<file path="config.mk">
export PLATFORM = sky130hd
export DESIGN_NAME = serial_add_seq_flat
export DESIGN_NICKNAME = d
export VERILOG_FILES = /design/src/rtl/serial_add_seq_if.sv /design/src/rtl/serial_add_seq.sv /design/src/flat_wrapper.sv
export SDC_FILE = /design/constraint.sdc
export NUM_CORES = 1
export LEC_CHECK = 0
export CAP_MARGIN = 20
export CORE_AREA = 2 2 57 72
export DETAILED_ROUTE_END_ITERATION = 10
export DIE_AREA = 0 0 59 74
export PLACE_DENSITY = 0.8
export SLEW_MARGIN = 30
export SYNTH_ARGS = -nofsm -noshare
export SYNTH_HDL_FRONTEND = slang
export SYNTH_SLANG_ARGS = --single-unit
</file>
<file path="constraint.sdc">
create_clock -name clk -period 2.2 [get_ports clk]
set_clock_uncertainty 0.05 [all_clocks]
set_input_delay 0.44 -clock clk [delete_from_list [all_inputs] [get_ports clk]]
set_output_delay 0.44 -clock clk [all_outputs]
set_load 0.005 [all_outputs]
</file>
<file path="src/rtl/serial_add_seq_if.sv">
// Handshake and data bundle for the bit-serial adder sequencer.
// The requester drives start/a/b; the sequencer returns status and result.
interface serial_add_seq_if #(
  parameter int WIDTH = 8
);
  logic             start;
  logic [WIDTH-1:0] a;
  logic [WIDTH-1:0] b;
  logic             busy;
  logic             done;
  logic [WIDTH-1:0] sum;
  logic             cout;

  modport master (
    output start, a, b,
    input  busy, done, sum, cout
  );

  modport slave (
    input  start, a, b,
    output busy, done, sum, cout
  );
endinterface

</file>
<file path="src/rtl/serial_add_seq.sv">
// Bit-serial adder sequencer: one add cell built from two half adders is
// reused LSB-first over WIDTH clocks with a registered carry. The result and
// carry-out are published together with a one-cycle done pulse.
module serial_add_seq #(
  parameter int WIDTH = 8
) (
  input  logic           clk,
  input  logic           rst,
  serial_add_seq_if.slave bus
);

  localparam int CNT_W = (WIDTH > 2) ? $clog2(WIDTH) : 1;
  localparam logic [CNT_W-1:0] CNT_LAST = CNT_W'(WIDTH - 1);
  localparam logic [CNT_W-1:0] CNT_ONE  = CNT_W'(1);

  typedef enum logic [1:0] {
    IDLE = 2'd0,
    RUN  = 2'd1,
    DONE = 2'd2
  } state_e;

  // Half adder returning {carry, sum}.
  function automatic logic [1:0] half_add(input logic x, input logic y);
    half_add = {x & y, x ^ y};
  endfunction

  state_e           state_q, state_d;
  logic [WIDTH-1:0] a_q, a_d;
  logic [WIDTH-1:0] b_q, b_d;
  logic [WIDTH-1:0] res_q, res_d;
  logic             c_q, c_d;
  logic [CNT_W-1:0] cnt_q, cnt_d;
  logic [WIDTH-1:0] sum_q, sum_d;
  logic             cout_q, cout_d;
  logic             busy_q, busy_d;
  logic             done_q, done_d;
  logic [1:0]       ha1_s;
  logic [1:0]       ha2_s;
  logic             carry_s;

  // Next-state, datapath and output decode for the sequencer.
  always_comb begin
    state_d = state_q;
    a_d     = a_q;
    b_d     = b_q;
    res_d   = res_q;
    c_d     = c_q;
    cnt_d   = cnt_q;
    sum_d   = sum_q;
    cout_d  = cout_q;
    busy_d  = 1'b0;
    done_d  = 1'b0;
    // Shared add cell: first stage combines the operand bits, second adds carry.
    ha1_s   = half_add(a_q[0], b_q[0]);
    ha2_s   = half_add(ha1_s[0], c_q);
    carry_s = ha1_s[1] | ha2_s[1];

    case (state_q)
      IDLE: begin
        if (bus.start) begin
          a_d     = bus.a;
          b_d     = bus.b;
          res_d   = {WIDTH{1'b0}};
          c_d     = 1'b0;
          cnt_d   = {CNT_W{1'b0}};
          state_d = RUN;
          busy_d  = 1'b1;
        end else begin
          state_d = IDLE;
        end
      end
      RUN: begin
        c_d   = carry_s;
        res_d = {ha2_s[0], res_q[WIDTH-1:1]};
        a_d   = {1'b0, a_q[WIDTH-1:1]};
        b_d   = {1'b0, b_q[WIDTH-1:1]};
        cnt_d = cnt_q + CNT_ONE;
        if (cnt_q == CNT_LAST) begin
          // Last bit: publish the completed result in the same edge.
          sum_d   = {ha2_s[0], res_q[WIDTH-1:1]};
          cout_d  = carry_s;
          state_d = DONE;
          done_d  = 1'b1;
        end else begin
          busy_d  = 1'b1;
        end
      end
      DONE: begin
        state_d = IDLE;
      end
      default: begin
        state_d = IDLE;
      end
    endcase
  end

  // State, datapath and output registers with asynchronous clear.
  always_ff @(posedge clk or posedge rst) begin
    if (rst) begin
      state_q <= IDLE;
      a_q     <= {WIDTH{1'b0}};
      b_q     <= {WIDTH{1'b0}};
      res_q   <= {WIDTH{1'b0}};
      c_q     <= 1'b0;
      cnt_q   <= {CNT_W{1'b0}};
      sum_q   <= {WIDTH{1'b0}};
      cout_q  <= 1'b0;
      busy_q  <= 1'b0;
      done_q  <= 1'b0;
    end else begin
      state_q <= state_d;
      a_q     <= a_d;
      b_q     <= b_d;
      res_q   <= res_d;
      c_q     <= c_d;
      cnt_q   <= cnt_d;
      sum_q   <= sum_d;
      cout_q  <= cout_d;
      busy_q  <= busy_d;
      done_q  <= done_d;
    end
  end

  assign bus.busy = busy_q;
  assign bus.done = done_q;
  assign bus.sum  = sum_q;
  assign bus.cout = cout_q;

endmodule
</file>
<file path="src/flat_wrapper.sv">
// flat-port wrapper written by rule: the top's interface ports become plain ports
module serial_add_seq_flat 
#(
  parameter int WIDTH = 8
)
  (clk, rst, bus_start, bus_a, bus_b, bus_busy, bus_done, bus_sum, bus_cout);
  serial_add_seq_if #(.WIDTH(WIDTH)) bus_i ();
  input  logic clk;
  input  logic rst;
  input wire logic [$bits(bus_i.start)-1:0] bus_start;
  input wire logic [$bits(bus_i.a)-1:0] bus_a;
  input wire logic [$bits(bus_i.b)-1:0] bus_b;
  output wire logic [$bits(bus_i.busy)-1:0] bus_busy;
  output wire logic [$bits(bus_i.done)-1:0] bus_done;
  output wire logic [$bits(bus_i.sum)-1:0] bus_sum;
  output wire logic [$bits(bus_i.cout)-1:0] bus_cout;
  assign bus_i.start = bus_start;
  assign bus_i.a = bus_a;
  assign bus_i.b = bus_b;
  assign bus_busy = bus_i.busy;
  assign bus_done = bus_i.done;
  assign bus_sum = bus_i.sum;
  assign bus_cout = bus_i.cout;
  serial_add_seq #(.WIDTH(WIDTH)) u_core (.clk(clk), .rst(rst), .bus(bus_i));
endmodule
</file>
## Word-level counts from Yosys, hierarchy flattened

Index checks and enable logic that the tools add are counted.

| storage, ports and cells | value |
|---|---|
| register bits | 41 |
| latch bits | 0 |
| bits in writable memories | 0 |
| memory bits (read-only) | 0 |
| input bits | 19 |
| output and inout port bits | 11 |
| word-level logic and storage cells | 42 |
| memories | 0 |

| operators by class | value |
|---|---|
| add/sub/neg operators | 1 |
| multiply operators | 0 |
| div/mod/pow operators | 0 |
| magnitude comparators | 0 |
| equality and inequality tests | 4 |
| shifts and indexed selects | 0 |
| mux-type cells | 18 |
| bitwise gates (word level) | 5 |
| reductions and logical operators | 4 |

Operator list:

| operator | count |
|---|---|
| $pmux 8 s2 | 3 |
| $mux 8 | 3 |
| $mux 1 | 6 |
| $pmux 3 s2 | 1 |
| $pmux 1 s2 | 2 |
| $pmux 2 s2 | 1 |
| $reduce_and 2->1 | 2 |
| $add 3x1->3 const B | 1 |
| $eq 3x3->1 const B | 1 |
| $mux 3 | 1 |
| $and 1x1->1 | 2 |
| $eq 2x1->1 const B | 1 |
| $logic_not 2->1 | 1 |
| $mux 2 | 1 |
| $ne 2x1->1 const B | 1 |
| $ne 2x2->1 const B | 1 |
| $reduce_bool 2->1 | 1 |
| $xor 1x1->1 | 2 |
| $or 1x1->1 | 1 |

## Logic depth before layout (Yosys ltp)

| logic depth | value |
|---|---|
| depth after elaboration | 4 |
| depth in mapped cells | 5 |
| depth with buffers taken out | 4 |

## Worst setup path after synthesis

No wires, ideal clock.

| timing path | value |
|---|---|
| kind | reg2reg |
| start point | register u_core.cnt_q[0] |
| end point | register u_core.cout_q, in the netlist u_core.bus.cout |
| library setup time | 0.125 ns |
| arrival time | 1.351 ns |
| data required time | 2.025 ns |
| setup slack | 0.674 ns |
| cell stages (with the launch flop) | 6 |
| path buffers | 1 |
| clock period less this slack | 1.526 ns |
| cell sequence | dfrtp_1 ha_1 ha_1 nand3b_1 buf_4 mux2_4 |

| between the ends | value |
|---|---|
| word-level cells in the longest chain between the ends | 2 |

Ends and longest elaborated chain:

| what | RTL line | RTL |
|---|---|---|
| from (decl) | serial_add_seq.sv:32 | `logic [CNT_W-1:0] cnt_q, cnt_d;` |
| from (signal assigned) | serial_add_seq.sv:105 | `cnt_q <= {CNT_W{1'b0}};` |
| from (signal assigned) | serial_add_seq.sv:116 | `cnt_q <= cnt_d;` |
| $eq 3x3->1 | serial_add_seq.sv:78 | `if (cnt_q == CNT_LAST) begin` |
| $reduce_and 2->1 (no line) | -- |  |
| to (signal assigned) | serial_add_seq.sv:118 | `cout_q <= cout_d;` |
| to (decl) | serial_add_seq.sv:34 | `logic cout_q, cout_d;` |

Every way passes these cells.
A chain may end at the register's enable or synchronous reset.

## Worst setup path after layout

| timing path | value |
|---|---|
| start point | register u_core.cnt_q[0] |
| end point | register u_core.sum_q[5], in the netlist u_core.bus.sum[5] |

| between the ends | value |
|---|---|
| word-level cells in the longest chain between the ends | 2 |

Ends and longest elaborated chain:

| what | RTL line | RTL |
|---|---|---|
| $eq 3x3->1 | serial_add_seq.sv:78 |  |
| $reduce_and 2->1 (no line) | -- |  |
| to (signal assigned) | serial_add_seq.sv:106 | `sum_q <= {WIDTH{1'b0}};` |
| to (signal assigned) | serial_add_seq.sv:117 | `sum_q <= sum_d;` |
| to (decl) | serial_add_seq.sv:33 | `logic [WIDTH-1:0] sum_q, sum_d;` |

Every way passes these cells.

==> impl_metrics.py <==
metrics = {
    "clock_tree": {
        "htreeDepth": 2,
        "clk_path_buf_depth": 2,
        "cts_hold_buf": 0,
        "clk_pin_slew_ps": 70,
        "cts_tree": "yes",
        "cts_root_buf": "clkbuf_8",
        "cts_buffers": 5,
        "clk_latency_ps": 280,
        "cts_resized": 0,
        "cts_sinks": 40,
        "post_cts_buffers": 0,
    },
    "yosys": {
        "synth_top_family_by_area": "simple AND/OR/NAND/NOR gates",
        "synth-xor-area-share_pct": 0,
        "synth-simple-area-share_pct": 13.9,
        "synthMuxAreaShare_pct": 7.97,
        "mappedNetlistNets": 164,
        "synth-seq-cells": 40,
        "synth_area_per_cell_um2": 12.6,
        "synthAdderAreaFrac_pct": 2.52,
        "syn_area_mm2": 0.00179,
        "yosysSeqAreaShare_pct": 55.9,
        "synth-compound-area-share_pct": 12.7,
        "netlist-cell-type-count": 17,
        "postSynthCellCount": 142,
        "ys_warn_count": 0,
    },
    "timing": {
        "fin_crit_sh_pct": 74.6,
        "rsz0062_at_grt": "no",
        "drv_slew": 0,
        "fin_tns_setup_ps": 0,
        "hold_violations": 0,
        "slew_headroom_pct": 52.5,
        "fin_crit_ps": 1640,
        "hold_slack_ps": 462,
        "finalSetupViolCount": 0,
        "worst_slew_pin_slew_ps": 710,
        "max_freq_mhz": 609,
    },
    "worst_setup_path": {
        "critPathLaunchType": "register",
        "path_common_cell": "ha_1",
        "crit_family": "adder cells",
        "arrival_ps": 1760,
        "required_ps": 2320,
        "path_cells": "ha_1 -> ha_1 -> nand3b_1 -> buf_4 -> mux2_2",
        "cp-end-kind": "register",
        "critPathBufInv": 1,
        "slowest_stage": "dfrtp_1",
        "crit_type": "register to register",
        "max_stage_delay_ps": 390,
        "crit_fanout": 11,
    },
    "pwr": {
        "max-vdd-ir-drop_v": 0.000569,
        "power.total_mw": 2.88,
        "powerDensity_mw_per_mm2": 1300,
        "leakage_nw": 1.01,
    },
    "global_routing": {
        "met2_usage_pct": 29.1,
        "met3_usage_pct": 4.87,
        "grt_pass1_wl_um": 5420,
        "antenna_found_initial": 0,
        "track_usage_pct": 16.4,
        "gr-usage-met1_pct": 18.6,
        "top_usage_layer": "met2",
        "first_global_vias": 1246,
        "grt_start_max_net_pins": 41,
        "grt_overflow": 0,
    },
    "outcome": {
        "status": "complete, no violations",
    },
    "floorplanning": {
        "io_pins": 30,
        "die_area_mm2": 0.00437,
        "die_y_um": 74,
        "start_util_pct": 48.5,
        "rows": 25,
        "die_x_um": 59,
        "core_mm2": 0.00369,
    },
    "layout": {
        "post-route-util_pct": 60.1,
        "fillCellCount": 311,
        "antenna_cells": 0,
        "area_growth_pct": 23.9,
        "nets": 195,
        "layout-drive-gt1-share_pct": 14.9,
        "fin_cells": 214,
    },
    "placed_design": {
        "port_buffers": 29,
        "hpwl_um": 2270,
        "dp.cells": 206,
        "finalWeightedCongestion": 0.745,
    },
    "routing": {
        "ant_nets": 0,
        "drtPass1Iterations": 4,
        "first_iter_violations": 23,
        "drt-wirelength-per-cell_um": 14.7,
        "vias": 1210,
        "viasPerCell": 5.65,
        "drc": 0,
        "wl_um": 3140,
    },
    "min_path": {
        "hold_class": "register to register",
    },
    "run": {
        "cap_violations": 0,
    },
}
metal layers:
metal / routed length, um / part of all wire, %
met1: 1390 / 44
met2: 1560 / 50
met3: 163 / 5.2
met4: 27 / 0.86
met5: 0 / 0
registers in the layout, indices dropped and copies added, names as in the netlist, 2 cells and up:
register,flops
u_core.state_q,2
u_core.cnt_q,3
u_core.bus.sum,8
u_core.res_q,7
u_core.b_q,8
u_core.a_q,8
kinds of logic (layout without fill, tap and decap cells):
group,Yosys count,count (layout)
flip-flops,40,40
AND/OR/NAND/NOR,31,31
AO/OA/AOI/OAI,29,29
buffers and inverters,29,61
multiplexers,10,10
adder cells (fa/ha/maj),3,3
cells in the mapped netlist:
cell | count | share of area [%]
buf_4 | 3 | 1.3
a211oi_1 | 14 | 5.9
inv_1 | 17 | 3.6
nor3b_1 | 15 | 6.3
clkbuf_1 | 5 | 1.0
dfrtp_1 | 40 | 56
o21bai_1 | 1 | 0.42
buf_2 | 4 | 1.1
mux2_4 | 8 | 6.7
mux2_2 | 2 | 1.3
ha_1 | 2 | 1.4
nor4b_1 | 14 | 6.8
a22o_1 | 12 | 5.9
fa_1 | 1 | 1.1
nand3b_1 | 1 | 0.42
nor2b_1 | 1 | 0.35
a21oi_1 | 2 | 0.56
stage by stage:
| stage | instance area, um^2 | worst slack, ps |
|---|---|---|
| 2_1_floorplan | 1790 | 674 |
| 3_3_place_gp | 2130 | 506 |
| 3_5_place_dp | 2130 | 471 |
| 4_1_cts | 2220 | 534 |
| 5_1_grt | 2220 | 455 |
| 6_report | 2220 | 559 |
worst paths after layout:
| check | depth (start not counted) | slack [ps] | start | end |
|---|---|---|---|---|
| max in group asynchronous | 3 | 1240 | rst | u_core.res_q[4]$_DFFE_PP0P_ |
| worst min register to register | 1 | 460 | u_core.bus.sum[0]$_DFFE_PP0P_ | u_core.bus.sum[0]$_DFFE_PP0P_ |
| worst max register to register | 5 | 560 | u_core.cnt_q[0]$_DFFE_PP0P_ | u_core.bus.sum[5]$_DFFE_PP0P_ |
| worst max-delay path | 5 | 560 | u_core.cnt_q[0]$_DFFE_PP0P_ | u_core.bus.sum[5]$_DFFE_PP0P_ |
| worst min-delay path | 1 | 460 | u_core.bus.sum[0]$_DFFE_PP0P_ | u_core.bus.sum[0]$_DFFE_PP0P_ |
| min in group asynchronous | 3 | 520 | rst | u_core.b_q[1]$_DFFE_PP0P_ |
cell type report:
cell class	count	area, um^2	share of cell area, %
flip-flops and latches	40	1000	45.1
multi-input cells	73	668	30.1
repair buffers	36	343	15.5
clock buffers	6	82.6	3.72
inverters	17	63.8	2.88
well taps	40	50.0	2.26
clock inverters	2	10.0	0.451
report_power, final:
part | internal (mW) | switching (mW) | leakage, nW | total [mW]
Sequential | 1.06 | 0.212 | 0.491 | 1.28
Combinational | 0.662 | 0.453 | 0.464 | 1.12
Clock | 0.250 | 0.235 | 0.0510 | 0.484
Total | 1.98 | 0.900 | 1.01 | 2.88
placed cells by master, fill, tap and decap left out, types with 2 or more instances in the layout:
| cell | synthesis | layout |
|---|---|---|
| a211oi_1 | 14 | 14 |
| a21oi_1 | 2 | 2 |
| a22o_1 | 12 | 12 |
| buf_4 | 3 | 7 |
| clkbuf_8 | 0 | 6 |
| clkdlybuf4s50_1 | 0 | 29 |
| clkinv_2 | 0 | 2 |
| dfrtp_1 | 40 | 40 |
| ha_1 | 2 | 2 |
| inv_1 | 17 | 17 |
| mux2_2 | 2 | 2 |
| mux2_4 | 8 | 8 |
| nor3b_1 | 15 | 15 |
| nor4b_1 | 14 | 14 |
Power figures use the tool's default switching activity.
